### config.mk
export PLATFORM = sky130hd
export DESIGN_NAME = mem_bus_arbiter
export DESIGN_NICKNAME = d
export VERILOG_FILES = /design/src/rtl/mem_bus_arbiter_pkg.sv /design/src/rtl/mem_bus_arbiter_rr_pick.sv /design/src/rtl/mem_bus_arbiter.sv
export SDC_FILE = /design/constraint.sdc
export NUM_CORES = 1
export LEC_CHECK = 0
export CORE_UTILIZATION = 47
export CTS_CLUSTER_DIAMETER = 200
export DETAILED_ROUTE_END_ITERATION = 12
export MAX_ROUTING_LAYER = met4
export PLACE_DENSITY = 0.8
export SYNTH_ARGS = -nofsm -noshare
export SYNTH_HDL_FRONTEND = slang
export SYNTH_HIERARCHICAL = 1
export SYNTH_SLANG_ARGS = --single-unit
### constraint.sdc
create_clock -name clk -period 2.2 [get_ports clk]
set_input_delay 0.44 -clock clk [delete_from_list [all_inputs] [get_ports clk]]
set_output_delay 0.44 -clock clk [all_outputs]
set_load 0.01 [all_outputs]
### src/rtl/mem_bus_arbiter_pkg.sv
// Shared types and defaults for the data-memory bus arbiter and its round-robin picker.
package mem_bus_pkg;

    typedef enum logic [1:0] {
        IDLE   = 2'd0,
        ACCESS = 2'd1,
        DONE   = 2'd2
    } arb_state_t;

    localparam int DEF_N_CORES = 4;
    localparam int DEF_MEM_LAT = 2;
    // Wide enough for the largest supported MEM_LAT (15).
    localparam int CNT_W       = 4;

    function automatic int sel_width(input int n);
        return (n <= 2) ? 1 : $clog2(n);
    endfunction

endpackage

### src/rtl/mem_bus_arbiter_rr_pick.sv
// Combinational round-robin picker: first set request bit at or after ptr, wrapping.
module rr_pick #(
    parameter int N_REQ = 4,
    parameter int IDX_W = 2
) (
    input  logic [N_REQ-1:0] req_i,
    input  logic [IDX_W-1:0] ptr_i,
    output logic             valid_o,
    output logic [IDX_W-1:0] idx_o
);

    int cand;

    // Scan from the farthest offset down so the closest requester to ptr wins last.
    always_comb begin
        valid_o = 1'b0;
        idx_o   = '0;
        cand    = 0;
        for (int off = N_REQ - 1; off >= 0; off--) begin
            cand = int'(ptr_i) + off;
            if (cand >= N_REQ) begin
                cand = cand - N_REQ;
            end
            if (req_i[cand]) begin
                valid_o = 1'b1;
                idx_o   = IDX_W'(cand);
            end
        end
    end

endmodule

### src/rtl/mem_bus_arbiter.sv
// Round-robin arbiter for the shared data-memory bus: grant, MEM_LAT enable cycles, ACK pulse.
// Define MEM_BUS_ARBITER_LOCK_EN to add the LOCK input for back-to-back atomic accesses.
module mem_bus_arbiter
    import mem_bus_pkg::*;
#(
    parameter  int N_CORES = DEF_N_CORES,
    parameter  int MEM_LAT = DEF_MEM_LAT,
    localparam int SEL_W   = sel_width(N_CORES)
) (
    input  logic               clk,
    input  logic               RST,
    input  logic [N_CORES-1:0] REQ,
    input  logic [N_CORES-1:0] WE_REQ,
`ifdef MEM_BUS_ARBITER_LOCK_EN
    input  logic [N_CORES-1:0] LOCK,
`endif
    output logic [N_CORES-1:0] GNT,
    output logic [N_CORES-1:0] ACK,
    output logic [SEL_W-1:0]   SEL,
    output logic               MEM_EN,
    output logic               MEM_WR,
    output logic               BUSY
);

    arb_state_t         state_q, state_d;
    logic [SEL_W-1:0]   idx_q, idx_d;
    logic [SEL_W-1:0]   ptr_q, ptr_d;
    logic               we_q, we_d;
    logic [CNT_W-1:0]   cnt_q, cnt_d;

    logic [N_CORES-1:0] gnt_q, gnt_d;
    logic [N_CORES-1:0] ack_q, ack_d;
    logic [SEL_W-1:0]   sel_q, sel_d;
    logic               mem_en_q, mem_en_d;
    logic               mem_wr_q, mem_wr_d;
    logic               busy_q, busy_d;

    logic               pick_valid;
    logic [SEL_W-1:0]   pick_idx;
    logic               lock_hold;
    logic [N_CORES-1:0] idx_oh;

    rr_pick #(
        .N_REQ (N_CORES),
        .IDX_W (SEL_W)
    ) u_rr_pick (
        .req_i   (REQ),
        .ptr_i   (ptr_q),
        .valid_o (pick_valid),
        .idx_o   (pick_idx)
    );

`ifdef MEM_BUS_ARBITER_LOCK_EN
    assign lock_hold = LOCK[idx_q] & REQ[idx_q];
`else
    assign lock_hold = 1'b0;
`endif

    always_ff @(posedge clk) begin
        if (RST) begin
            state_q  <= IDLE;
            idx_q    <= '0;
            ptr_q    <= '0;
            we_q     <= 1'b0;
            cnt_q    <= '0;
            gnt_q    <= '0;
            ack_q    <= '0;
            sel_q    <= '0;
            mem_en_q <= 1'b0;
            mem_wr_q <= 1'b0;
            busy_q   <= 1'b0;
        end else begin
            state_q  <= state_d;
            idx_q    <= idx_d;
            ptr_q    <= ptr_d;
            we_q     <= we_d;
            cnt_q    <= cnt_d;
            gnt_q    <= gnt_d;
            ack_q    <= ack_d;
            sel_q    <= sel_d;
            mem_en_q <= mem_en_d;
            mem_wr_q <= mem_wr_d;
            busy_q   <= busy_d;
        end
    end

    always_comb begin
        state_d = state_q;
        idx_d   = idx_q;
        ptr_d   = ptr_q;
        we_d    = we_q;
        cnt_d   = cnt_q;
        case (state_q)
            IDLE: begin
                if (pick_valid) begin
                    state_d = ACCESS;
                    idx_d   = pick_idx;
                    we_d    = WE_REQ[pick_idx];
                    cnt_d   = '0;
                end
            end
            ACCESS: begin
                if (cnt_q == CNT_W'(MEM_LAT - 1)) begin
                    state_d = DONE;
                    cnt_d   = '0;
                end else begin
                    cnt_d = cnt_q + CNT_W'(1);
                end
            end
            DONE: begin
                // A locked core keeps the bus and its priority position.
                if (lock_hold) begin
                    state_d = ACCESS;
                    we_d    = WE_REQ[idx_q];
                    cnt_d   = '0;
                end else begin
                    state_d = IDLE;
                    ptr_d   = (idx_q == SEL_W'(N_CORES - 1)) ? '0 : idx_q + SEL_W'(1);
                end
            end
            default: state_d = IDLE;
        endcase
    end

    for (genvar gi = 0; gi < N_CORES; gi++) begin : g_idx_oh
        assign idx_oh[gi] = (idx_d == SEL_W'(gi));
    end

    // Outputs are decoded from the next state so every port comes straight from a flop.
    always_comb begin
        gnt_d    = (state_d == ACCESS) ? idx_oh : '0;
        ack_d    = (state_d == DONE)   ? idx_oh : '0;
        sel_d    = idx_d;
        mem_en_d = (state_d == ACCESS);
        mem_wr_d = (state_d == ACCESS) && we_d;
        busy_d   = (state_d != IDLE);
    end

    assign GNT    = gnt_q;
    assign ACK    = ack_q;
    assign SEL    = sel_q;
    assign MEM_EN = mem_en_q;
    assign MEM_WR = mem_wr_q;
    assign BUSY   = busy_q;

endmodule

== Yosys cells after proc, flatten, opt, wreduce, memory -nomap -nowiden ==
Cells that the tools add are included.

* Output and inout port bits: 13
* Memory bits (writable): 0
* Bits in registers: 22
* Memory bits (read-only): 0
* Memories kept: 0
* Logic and storage cells: 85
* Bits of input ports: 10
* Bits in latches: 0

* Add/subtract/negate cells: 9
* Multiply operators: 0
* Shift-type cells: 0
* Reduce and logical (&&, ||, !) cells: 8
* Div/mod/pow operators: 0
* Order comparisons: 9
* Bitwise operators: 2
* Equal/unequal tests: 10
* Multiplexer cells: 37

{| class="wikitable"
|+ Operator list
! kind !! count
|-
| $lt 32x4->1 const B || 4
|-
| $mux 32 || 4
|-
| $ge 32x4->1 const B || 3
|-
| $sub 32x4->32 const B || 3
|-
| $mux 2 || 9
|-
| $mux 1 || 15
|-
| $bmux 1 s2 || 5
|-
| $eq 2x2->1 const B || 5
|-
| $mux 4 || 2
|-
| $pmux 4 s2 || 1
|-
| $add 2x2->3 const B || 2
|-
| $eq 2x1->1 const B || 3
|-
| $add 4x1->4 const B || 1
|-
| $eq 4x1->1 const B || 1
|-
| $logic_not 2->1 || 2
|-
| $pmux 2 s2 || 1
|-
| $reduce_bool 2->1 || 2
|-
| $reduce_or 2->1 || 2
|-
| $sub 2x3->4 const B || 1
|-
| $add 2x1->3 const B || 1
|-
| $ge 2x3->1 const B || 1
|-
| $lt 2x3->1 const B || 1
|-
| $add 2x1->2 const B || 1
|-
| $ne 2x2->1 const B || 1
|-
| 3 further kinds || 4
|}

== Logic depth before layout (Yosys ltp) ==
* Word-level depth: 15
* Depth in mapped cells: 6
* Gate-level depth less buffers: 6

== Hierarchy ==
The synthesis kept the hierarchy.

{| class="wikitable"
|+ Modules (own cells, without submodules)
! module !! cells an instance !! instances !! area each (um^2) !! sequential area each (um^2)
|-
| mem_bus_arbiter || 82 || 1 || 849.6 || 440.4
|-
| rr_pick || 13 || 1 || 77.6 || 0.0
|}

== Least setup slack after synthesis ==
OpenSTA, ideal clock, no wires.

* Kind: in2reg
* From: in REQ[3]
* To: reg we_q
* Stages on the path: 5
* Setup time: 128 ps
* Buffers on the path: 0
* Data required time: 2072 ps
* Arrival time: 1529 ps
* Setup slack: 544 ps
* Path through: mux2i_1 a211oi_2 mux4_2 mux2i_1 nor2_1

* Cells in the longest elaborated chain, start to end: 11
* Elaborated cells on any way between the ends: 24
* Those cells by class: 24 x mux

{| class="wikitable"
|+ Ends and longest elaborated chain
! element !! RTL line !! RTL
|-
| from (decl) || mem_bus_arbiter.sv:12 || <nowiki>input logic [N_CORES-1:0] REQ,</nowiki>
|-
| $bmux 1 s2 || mem_bus_arbiter_rr_pick.sv:24 || <nowiki>if (req_i[cand]) begin</nowiki>
|-
| $mux 1 (implied by the code) (2 in series) || mem_bus_arbiter_rr_pick.sv:24 ||
|-
| $mux 2 (3 in series) || mem_bus_arbiter_rr_pick.sv:24 ||
|-
| $mux 2 (*) || mem_bus_arbiter_rr_pick.sv:24 ||
|-
| named net pick_idx[0] || mem_bus_arbiter.sv:39 || <nowiki>logic [SEL_W-1:0] pick_idx;</nowiki>
|-
| $bmux 1 s2 (*) || mem_bus_arbiter.sv:98 || <nowiki>we_d = WE_REQ[pick_idx];</nowiki>
|-
| $mux 1 (implied by the code) (*) || mem_bus_arbiter.sv:98 ||
|-
| $mux 1 (*) || mem_bus_arbiter.sv:95 || <nowiki>if (pick_valid) begin</nowiki>
|-
| $mux 1 (*) || n/a ||
|-
| to (signal assigned) || mem_bus_arbiter.sv:76 || <nowiki>we_q <= we_d;</nowiki>
|-
| to (decl) || mem_bus_arbiter.sv:28 || <nowiki>logic we_q, we_d;</nowiki>
|}

Mark *: on every way through the listed nets, which the timed path passes. The rest lies on a longest branch. The select of a mux whose other input is x is not followed.
A chain may end at the register's enable or synchronous reset.

== Worst setup path after layout ==
Same ends and word-level chain as after synthesis.

==> impl_metrics.toml <==
[cells_and_area]
finish.instance_area_mm2 = 0.00125
layout.nets = 137
areaGrowthSynthToFinish_pct = 34.7
post-route-util_pct = 70.0
fillerInstances = 148
layout_common_cells = "sky130_fd_sc_hd__dfxtp_1 (22), sky130_fd_sc_hd__clkdlybuf4s50_1 (22), sky130_fd_sc_hd__nor2_1 (14)"
drive_gt1_share_pct = 13.0
n_antenna_cell = 0

[timing]
finalClockSkew_ps = 7.72
finalCriticalPeriod_ps = 1950
holdWs_ps = 538
tightestPinTransition_ps = 313
setup_viol = 0
achievable-frequency_ghz = 0.514
hold_viol = 0
rsz0062_at_grt = "false"
layout_worst_path_cycle_share_pct = 88.5
maxSlewViolCount = 0
max_slew_headroom_pct = 79.1

[global_route]
vias_in_the_first_global_route = 704
grt_start_max_net_pins = 14
grt_overflow_total = 0
grt_first_pass_wirelength_um = 2930
grt_antenna_before_repair = 0
grt_util_all_layers_pct = 20.1

[placement]
port-buffer-count = 22
area_post_placement_mm2 = 0.00120
dp_wirelength_um = 1450
place.gp.congestion = 0.716

[synthesis]
synth_area_leader_cell = "sky130_fd_sc_hd__dfxtp_1"
synth-edff-count = 0
postSynthRegisterBits = 22
asyncSetResetFlopFracSynth_pct = 0
synthesis.instances = 95
yosys_most_used_dff = "sky130_fd_sc_hd__dfxtp_1"
synth_nets = 108
syn_avg_cell_area_um2 = 9.76
synth.yosys.seq_area_share_pct = 47.5
cell_area_synth_um2 = 927
yosysTopAreaCellShare_pct = 47.5
yosysUniqueCellTypes = 30
synthesis.yosys.warnings = 6
netlist_top_cells_area = "sky130_fd_sc_hd__dfxtp_1 (48%), sky130_fd_sc_hd__mux2i_1 (6.5%), sky130_fd_sc_hd__nor2_1 (5.7%)"

[clock_tree]
h-tree-depth = 1
ctsResizeCount = 0
cts.root.buffer_cell = "sky130_fd_sc_hd__clkbuf_4"
clock_slew_seen_by_the_registers_of_the_worst_setup_and_hold_paths_ps = 120
clock_sinks = 22
cts_inserted_buffers = 3
ctsHoldBuffers = 0
tritoncts_clock_tree = "done"
clock_latency_ps = 320
clock_path_buffers = 2
cts_setup_buffers = 0

[drt]
total_via_count_after_detailed_routing = 756
final_antenna_violating_net_count = 0
detailedRoute.firstPassIterationCount = 4
detail_route.vias_per_cell = 5.11
detail_route.wl_per_cell_um = 12.9
drt-total-wl_um = 1900
drt_iter0_drc = 3
drt_drc_violations_left = 0

[floorplan]
core_area_mm2 = 0.00178
starting_density_pct = 52.0
dieHeight_um = 46.4
die_width_um = 46.4
ios = 23
placement_rows = 15
floorplan.die_area_mm2 = 0.00215

[worst_setup_path]
arrival_time_worst_endpoint_ps = 2170
worstPathCellList = "clkdlybuf4s50_1 > mux2i_1 > a211oi_2 > mux4_2 > mux2i_1 > nor2_1"
end_kind = "flip-flop"
worst_path_fanout_max = 4
slowest_stage = "sky130_fd_sc_hd__mux4_2"
cpMostUsedCell = "sky130_fd_sc_hd__mux2i_1"
required_ps = 2420
criticalPathCategory = "in -> reg"
worst_setup_start_kind = "primary input"
critical-path-max-stage-delay_ps = 530

[status]
outcome = "finished clean"

[worst_hold_path]
holdCritPathClass = "reg -> reg"

[power]
static-leakage-power_nw = 0.500
vdd_ir_drop_max_uv = 628
totalPowerFinal_mw = 0.880
cellPowerDensity_mw_per_mm2 = 705

[flow_run]
maxCapViolations = 0
## stage by stage
stage | TNS, ps | setup slack [ps] | std cells
6_report | 0 | 253 | 148
5_1_grt | 0 | 159 | 148
4_1_cts | 0 | 244 | 148
3_5_place_dp | -190 | -96.2 | 144
3_3_place_gp | -20.6 | -13.5 | 144
2_1_floorplan | 0 | 544 | 95
## critical path: cells and delay by family
kind	cells	cell delay (ps)
AND/OR/NAND/NOR	1	60
multiplexers	3	850
buffers and inverters	1	520
AO/OA/AOI/OAI	1	290
## report_power, final
| group | internal, mW | leakage, nW | switching, mW |
|---|---|---|---|
| Combinational | 0.0773 | 0.292 | 0.0603 |
| Sequential | 0.419 | 0.180 | 0.0149 |
| Clock | 0.184 | 0.0279 | 0.125 |
| Total | 0.680 | 0.500 | 0.200 |
## cells by family (layout without fill, tap and decap cells)
logic type                 after synthesis  after routing  share of synthesized area [%]
AOI/OAI and AO/OA                       10             10                           7.83
buffers and inverters                    9             37                           4.59
adders and majority gates                3              3                           4.05
muxes                                    9              9                           11.3
DFF                                     22             22                           47.5
and+or+nand+nor                         42             42                           24.7
## final cells by class
class	count	area, um2	area share [%]
inverter	6	22.5	1.80
multi-input combinational	64	444	35.6
clock buffer	3	22.5	1.80
clock inverter	1	30.0	2.40
tap	25	31.3	2.51
timing repair buffer	27	258	20.6
sequential	22	440	35.3
## worst paths after layout
kind	from	end	slack [ps]	cells after the start
worst min register to register	cnt_q[0]	cnt_q[0]	540	2
worst min-delay path	cnt_q[0]	cnt_q[0]	540	2
worst max-delay path	REQ[3]	we_q	250	6
worst max register to register	ptr_q[1]	we_q	410	6
## sequential cells by signal (all words and copies together) (netlist names)
register and cells:
we_q 1, MEM_WR 1, cnt_q 4, ptr_q 2, SEL 2, GNT 4
MEM_EN 1, BUSY 1, state_q 2, ACK 4
## synthesized netlist by cell type (2+ instances only)
library cell / instances
sky130_fd_sc_hd__nor3b_1: 2
sky130_fd_sc_hd__mux2i_1: 6
sky130_fd_sc_hd__ha_1: 3
sky130_fd_sc_hd__mux2_2: 2
sky130_fd_sc_hd__a21oi_1: 3
sky130_fd_sc_hd__nand2_1: 4
sky130_fd_sc_hd__dfxtp_1: 22
sky130_fd_sc_hd__nor2b_1: 2
sky130_fd_sc_hd__nor2_1: 14
sky130_fd_sc_hd__nor3_1: 10
sky130_fd_sc_hd__inv_1: 6
sky130_fd_sc_hd__nand2b_1: 2
sky130_fd_sc_hd__a211oi_1: 2
## routing by layer
layer	up-vias	share of wire (%)	track usage (%)
met4	0	2.2	10.6
met3	4	4.7	2.75
met1	345	43	23.3
met2	18	50	33.3
met5	-	0	-
li1	389	-	-
No activity file was read; power rests on OpenSTA's default activity.
